**src/rtl/aw_w_steer_pkg.sv**
```systemverilog
// Shared definitions for the AW/W steering block: router state encodings,
// AW user-field width and the steering FSM state type.
package aw_w_steer_pkg;

    // Width of the AW user sideband carried from slave to master.
    localparam int PAWUSER_WIDTH = 4;

    // Router state as presented on routers_ps.
    typedef enum logic [2:0] {
        RP_REG_FLOW = 3'b000,
        RP_BLOCKED  = 3'b001,
        RP_MERGE    = 3'b010,
        RP_IDLE     = 3'b111
    } routers_ps_e;

    // Steering FSM states.
    typedef enum logic [1:0] {
        ST_IDLE = 2'd0,
        ST_AW   = 2'd1,
        ST_DATA = 2'd2
    } steer_state_e;

    // Only the two routable states may open a new burst.
    function automatic logic accepts_aw(input logic [2:0] ps);
        return (ps == RP_REG_FLOW) || (ps == RP_MERGE);
    endfunction

endpackage

```
**src/rtl/aw_w_steer.sv**
```systemverilog
// AW/W steering block. Accepts one AXI write burst at a time and routes it
// either to the master AW/W channels (REG_FLOW) or to the proc memory write
// port (MERGE). The route is sampled once at AW acceptance and held for the
// whole burst.
// Optional feature: define STEER_LEN_CHECK_EN to add a beat counter and a
// sticky len_err flag; otherwise len_err is tied low and bursts terminate on
// s_wlast alone.
module aw_w_steer
    import aw_w_steer_pkg::*;
#(
    parameter int ADDR_W = 32,
    parameter int DATA_W = 64
) (
    input  logic                     clk,
    input  logic                     rst_n,
    input  logic [2:0]               routers_ps,
    // Slave AW
    input  logic                     s_awvalid,
    output logic                     s_awready,
    input  logic [ADDR_W-1:0]        s_awaddr,
    input  logic [7:0]               s_awlen,
    input  logic [PAWUSER_WIDTH-1:0] s_awuser,
    // Slave W
    input  logic                     s_wvalid,
    output logic                     s_wready,
    input  logic [DATA_W-1:0]        s_wdata,
    input  logic                     s_wlast,
    // Master AW
    output logic                     m_awvalid,
    input  logic                     m_awready,
    output logic [ADDR_W-1:0]        m_awaddr,
    output logic [7:0]               m_awlen,
    output logic [PAWUSER_WIDTH-1:0] m_awuser,
    // Master W
    output logic                     m_wvalid,
    input  logic                     m_wready,
    output logic [DATA_W-1:0]        m_wdata,
    output logic                     m_wlast,
    // Proc memory write port
    input  logic                     proc_full,
    output logic                     proc_wr_en,
    output logic [DATA_W-1:0]        proc_wdata,
    output logic                     proc_last,
    // Status
    output logic                     busy,
    output logic                     len_err
);

    steer_state_e              state_q;
    steer_state_e              state_d;

    // Latched AW payload and route (1 = MERGE, 0 = REG_FLOW).
    logic [ADDR_W-1:0]         addr_q;
    logic [7:0]                len_q;
    logic [PAWUSER_WIDTH-1:0]  user_q;
    logic                      route_q;

    logic                      aw_hs;
    logic                      w_hs;

    assign aw_hs = s_awvalid & s_awready;
    assign w_hs  = s_wvalid & s_wready;

    // FSM state register.
    // NOTE: sequential state uses non-blocking assignments so every flop
    // samples the pre-edge value of its inputs regardless of block order.
    always_ff @(posedge clk or negedge rst_n) begin
        if (!rst_n) begin
            state_q <= ST_IDLE;
        end else begin
            state_q <= state_d;
        end
    end

    // AW payload and route capture on the AW handshake; held for the burst.
    always_ff @(posedge clk or negedge rst_n) begin
        if (!rst_n) begin
            addr_q  <= '0;
            len_q   <= '0;
            user_q  <= '0;
            route_q <= 1'b0;
        end else if (aw_hs) begin
            addr_q  <= s_awaddr;
            len_q   <= s_awlen;
            user_q  <= s_awuser;
            route_q <= (routers_ps == RP_MERGE);
        end
    end

    // Next-state and handshake/steering outputs.
    // NOTE: every output and state_d gets a default first so no path through
    // the case leaves a variable unassigned (which would infer a latch).
    always_comb begin
        state_d    = state_q;
        s_awready  = 1'b0;
        m_awvalid  = 1'b0;
        s_wready   = 1'b0;
        m_wvalid   = 1'b0;
        m_wdata    = '0;
        m_wlast    = 1'b0;
        proc_wr_en = 1'b0;
        proc_wdata = '0;
        proc_last  = 1'b0;

        case (state_q)
            ST_IDLE: begin
                // rst_n gating keeps s_awready low while reset is asserted,
                // even if routers_ps already allows a new burst.
                s_awready = rst_n & accepts_aw(routers_ps);
                if (s_awvalid && s_awready) begin
                    state_d = (routers_ps == RP_MERGE) ? ST_DATA : ST_AW;
                end
            end

            ST_AW: begin
                m_awvalid = 1'b1;
                if (m_awready) begin
                    state_d = ST_DATA;
                end
            end

            ST_DATA: begin
                if (route_q) begin
                    // MERGE: proc port back-pressure via proc_full.
                    s_wready   = ~proc_full;
                    proc_wr_en = s_wvalid & ~proc_full;
                    proc_wdata = s_wdata;
                    proc_last  = s_wlast;
                end else begin
                    // REG_FLOW: zero-latency pass-through to master W.
                    m_wvalid = s_wvalid;
                    s_wready = m_wready;
                    m_wdata  = s_wdata;
                    m_wlast  = s_wlast;
                end
                // Leaving through ST_IDLE guarantees an idle cycle between
                // bursts, since s_awready is only raised in ST_IDLE.
                if (s_wvalid && s_wready && s_wlast) begin
                    state_d = ST_IDLE;
                end
            end

            default: begin
                state_d = ST_IDLE;
            end
        endcase
    end

    assign m_awaddr = addr_q;
    assign m_awlen  = len_q;
    assign m_awuser = user_q;
    assign busy     = (state_q != ST_IDLE);

`ifdef STEER_LEN_CHECK_EN
    logic [7:0] beat_cnt_q;
    logic       len_err_q;

    // Beat counter: cleared on each AW acceptance, advanced per accepted beat.
    always_ff @(posedge clk or negedge rst_n) begin
        if (!rst_n) begin
            beat_cnt_q <= '0;
        end else if (aw_hs) begin
            beat_cnt_q <= '0;
        end else if (state_q == ST_DATA && w_hs) begin
            beat_cnt_q <= beat_cnt_q + 8'd1;
        end
    end

    // Sticky length flag: beat index len must be exactly the beat with s_wlast.
    always_ff @(posedge clk or negedge rst_n) begin
        if (!rst_n) begin
            len_err_q <= 1'b0;
        end else if (state_q == ST_DATA && w_hs && (s_wlast != (beat_cnt_q == len_q))) begin
            len_err_q <= 1'b1;
        end
    end

    assign len_err = len_err_q;
`else
    assign len_err = 1'b0;
`endif

endmodule

```
**config.mk**
```make
export PLATFORM = sky130hd
export DESIGN_NAME = aw_w_steer
export DESIGN_NICKNAME = d
export VERILOG_FILES = /design/src/rtl/aw_w_steer_pkg.sv /design/src/rtl/aw_w_steer.sv
export SDC_FILE = /design/constraint.sdc
export NUM_CORES = 1
export LEC_CHECK = 0
export CAP_MARGIN = 20
export CORE_AREA = 2 2 117 119
export CTS_CLUSTER_SIZE = 24
export DETAILED_ROUTE_END_ITERATION = 10
export DIE_AREA = 0 0 119 121
export MAX_ROUTING_LAYER = met4
export PLACE_DENSITY = 0.72
export SETUP_SLACK_MARGIN = 0.4
export SKIP_CTS_REPAIR_TIMING = 1
export SYNTH_ARGS = -nofsm -noshare
export SYNTH_HDL_FRONTEND = slang
export SYNTH_SLANG_ARGS = --single-unit
```
**constraint.sdc**
```tcl
create_clock -name clk -period 4.1 [get_ports clk]
set_input_delay 1.23 -clock clk [delete_from_list [all_inputs] [get_ports clk]]
set_output_delay 1.23 -clock clk [all_outputs]
set_load 0.1 [all_outputs]
```
==> summary.txt <==
=====================================================================================================
Status                                                                                      completed
Total routing usage reported by global routing                                                  17.4%
Antenna violation net count after detailed routing                                                  0
Setup TNS                                                                                        0 ns
Type of the tightest min-delay check                                                       reg -> reg
Clock buffer count from CTS                                                                         5
Antenna violations before repair                                                                    1
Met3 wire len                                                                                  835 µm
DP HPWL                                                                                       11.0 mm
Final count of hold timing violations                                                               0
Routed length per placed instance                                                             17.5 µm
Count of endpoints failing setup in the final report                                                0
Via total after detailed routing                                                                3,009
Uppermost signal routing layer after detailed routing                                            met4
Dominant combinational cell family by area after synthesis                               simple AND/OR/NAND/NOR gates
Clock latency on the worst-skew pair                                                          0.28 ns
Max stage delay on crit path                                                                  0.53 ns
Number of cells produced by synthesis                                                             265
Weighted congestion reported at the end of routability-driven placement                         0.818
Max-cap violations                                                                                  0
Cell Rows                                                                                          42
Post-synthesis compound-gate area fraction                                                      1.04%
Synth Area in Simple Gates                                                                      31.6%
Clock transition at the registers of the reported paths                                       0.07 ns
Final worst path period need                                                                  3.54 ns
Drc violations                                                                                      0
Distinct cell type count after synthesis                                                           24
Cell-by-cell listing of the critical path                                                clkdlybuf4s50_1 > a211oi_4 > buf_12
Syn nets                                                                                          384
Post-synthesis share of cell area spent on full adders, half adders and majority gates             0%
TritonCTS clock tree                                                                            built
Share of layout cells above drive strength 1                                                    35.7%
Layout Skew                                                                                0.00543 ns
Buffer type at the clock tree root                                                          clkbuf_16
Die ar.                                                                                    14,400 µm²
Flip-flop and latch count after synthesis                                                          47
Cell family with most CP delay                                                           buffers and inverters
Max Transition Viols Final                                                                          0
Sequential-to-total area share from yosys stat                                                  40.6%
Initial core utilization                                                                        22.2%
Global route total overflow                                                                         0
Startpoint Class                                                                            input pin
Global-route wire length before repair                                                        18.7 mm
Met1 wire length                                                                              4.78 mm
Headroom to the max-slew limit                                                                  32.1%
Count of H-tree levels built during CTS                                                             2
Largest driver fanout on the critical path                                                          3
CORE AREA                                                                                  13,100 µm²
Slowest-stage cell, CP                                                                   clkdlybuf4s50_1
DR pass1 iterations                                                                                 4
Sinks on Clock Net                                                                                 47
Die X-Extent                                                                                   119 µm
Share of synthesized area spent on multiplexers                                                 22.5%
Synth-to-layout area growth                                                                      161%
Syn. warnings                                                                                       0
Die extent in y                                                                                121 µm
Data arrival time of the critical path                                                        2.31 ns
Timing-limited maximum frequency                                                            0.283 GHz
Pin count of the biggest net entering global routing                                               67
Slew of the pin with the lowest slew margin                                                   1.02 ns
Fin crit share                                                                                  86.3%
XOR/XNOR share of the synthesized area                                                             0%
Deepest clock path buffer count                                                                     2
DR iter-0 viols                                                                                    91
Buffers & Inverters on Critical Path                                                                2
I/O pin total                                                                                     300
Data required time of the worst path                                                          2.87 ns
Number of global-route vias before repair                                                       3,155
Met2 Wirelength                                                                               6.99 mm
Synthesized area divided by synthesized cell count                                           10.9 µm²
Sum of routed wire length over all layers                                                     12.8 mm
Netlist Area Pre-Place                                                                       2900 µm²
Nets                                                                                              675
RSZ-0062 raised after global routing                                                               no
Critical Path End Type                                                                   primary output
Worst setup path category                                                                   in -> out
Port Buffer Count                                                                                 298
Post-detailed-route via-to-cell ratio                                                            4.10
=====================================================================================================
## per-stage QoR
| stage | std cells | instance area, µm² | hold WS (ns) | setup WS [ns] | utilization, % |
|---|---|---|---|---|---|
| 2_1_floorplan | 265 | 2930 | 0.599 | 0.565 | - |
| 3_3_place_gp | 725 | 7420 | 0.488 | 0.574 | 56.7 |
| 3_5_place_dp | 725 | 7420 | 0.497 | 0.558 | 56.7 |
| 4_1_cts | 733 | 7570 | 0.512 | 0.553 | 57.8 |
| 5_1_grt | 734 | 7570 | 0.524 | 0.519 | 57.8 |
| 6_report | 734 | 7570 | 0.511 | 0.562 | 57.8 |
## synth_stat cells
| cell | number | share of area, % |
|---|---|---|
| and2_1 | 132 | 28 |
| a31oi_1 | 1 | 0.22 |
| buf_4 | 1 | 0.26 |
| o2bb2ai_1 | 1 | 0.30 |
| clkbuf_2 | 1 | 0.17 |
| nand2b_1 | 1 | 0.22 |
| clkbuf_1 | 12 | 1.6 |
| nand4_1 | 1 | 0.22 |
| buf_2 | 1 | 0.17 |
| mux2_2 | 6 | 2.3 |
| nor2_1 | 4 | 0.52 |
| nand2_1 | 1 | 0.13 |
| conb_1 | 1 | 0.13 |
| nand3_1 | 1 | 0.17 |
| nor4b_1 | 1 | 0.30 |
| nor2_2 | 1 | 0.22 |
| inv_1 | 3 | 0.39 |
| dfrtp_1 | 47 | 41 |
| nor2b_1 | 2 | 0.43 |
| a211oi_1 | 2 | 0.52 |
| buf_6 | 4 | 1.6 |
| mux2_4 | 39 | 20 |
| nand4_4 | 1 | 0.73 |
| and3_1 | 1 | 0.22 |
## layer usage
| layer | up-vias | global-route usage (%) |
|---|---|---|
| met4 | 0 | 4.39 |
| met5 | - | - |
| met1 | 1403 | 18.7 |
| met3 | 13 | 3.67 |
| li1 | 1424 | - |
| met2 | 169 | 32.4 |
## placed cells by master, fill, tap and decap left out, types with 2 or more instances in the layout
cell / instances
nor2_1: 2
buf_12: 135
clkbuf_16: 5
nor2b_1: 2
and2_1: 132
buf_4: 5
mux2_2: 6
nor2_4: 2
inv_1: 3
clkdlybuf4s50_1: 162
dfrtp_1: 47
mux2_4: 39
## flip-flops by register name, indices dropped and copies added (netlist names)
register  cells
state_q       2
m_awuser      4
route_q       1
m_awlen       8
m_awaddr     32
## path summary, 6_finish.rpt
path	startpoint	end	slack [ns]	depth (start not counted)
max	proc_full	s_wready	0.56	3
min	m_awlen[5]	m_awlen[5]	0.51	1
max reg2reg	state_q[1]	m_awlen[4]	2.29	4
min reg2reg	m_awlen[5]	m_awlen[5]	0.51	1
max in group asynchronous	rst_n	m_awaddr[28]	2.63	2
min in group asynchronous	rst_n	m_awaddr[1]	1.06	2
## cells by family after synthesis
| group | Yosys count |
|---|---|
| other | 1 |
| buffers and inverters | 22 |
| muxes | 45 |
| and+or+nand+nor | 146 |
| DFF | 47 |
| AOI/OAI and AO/OA | 4 |
## layout make-up
type | count | area (µm²)
Fill cell | 1040 | 5520
Timing Repair Buffer | 303 | 4370
Multi-Input combinational cell | 196 | 1650
Sequential cell | 47 | 1180
Tap cell | 176 | 220
Clock buffer | 6 | 129
Clock inverter | 2 | 16.3
Inverter | 3 | 11.3
Antenna cell | 1 | 2.50
Power is not shown: default switching activity piles up to over one toggle a cycle in this logic, so the estimate is an artifact.
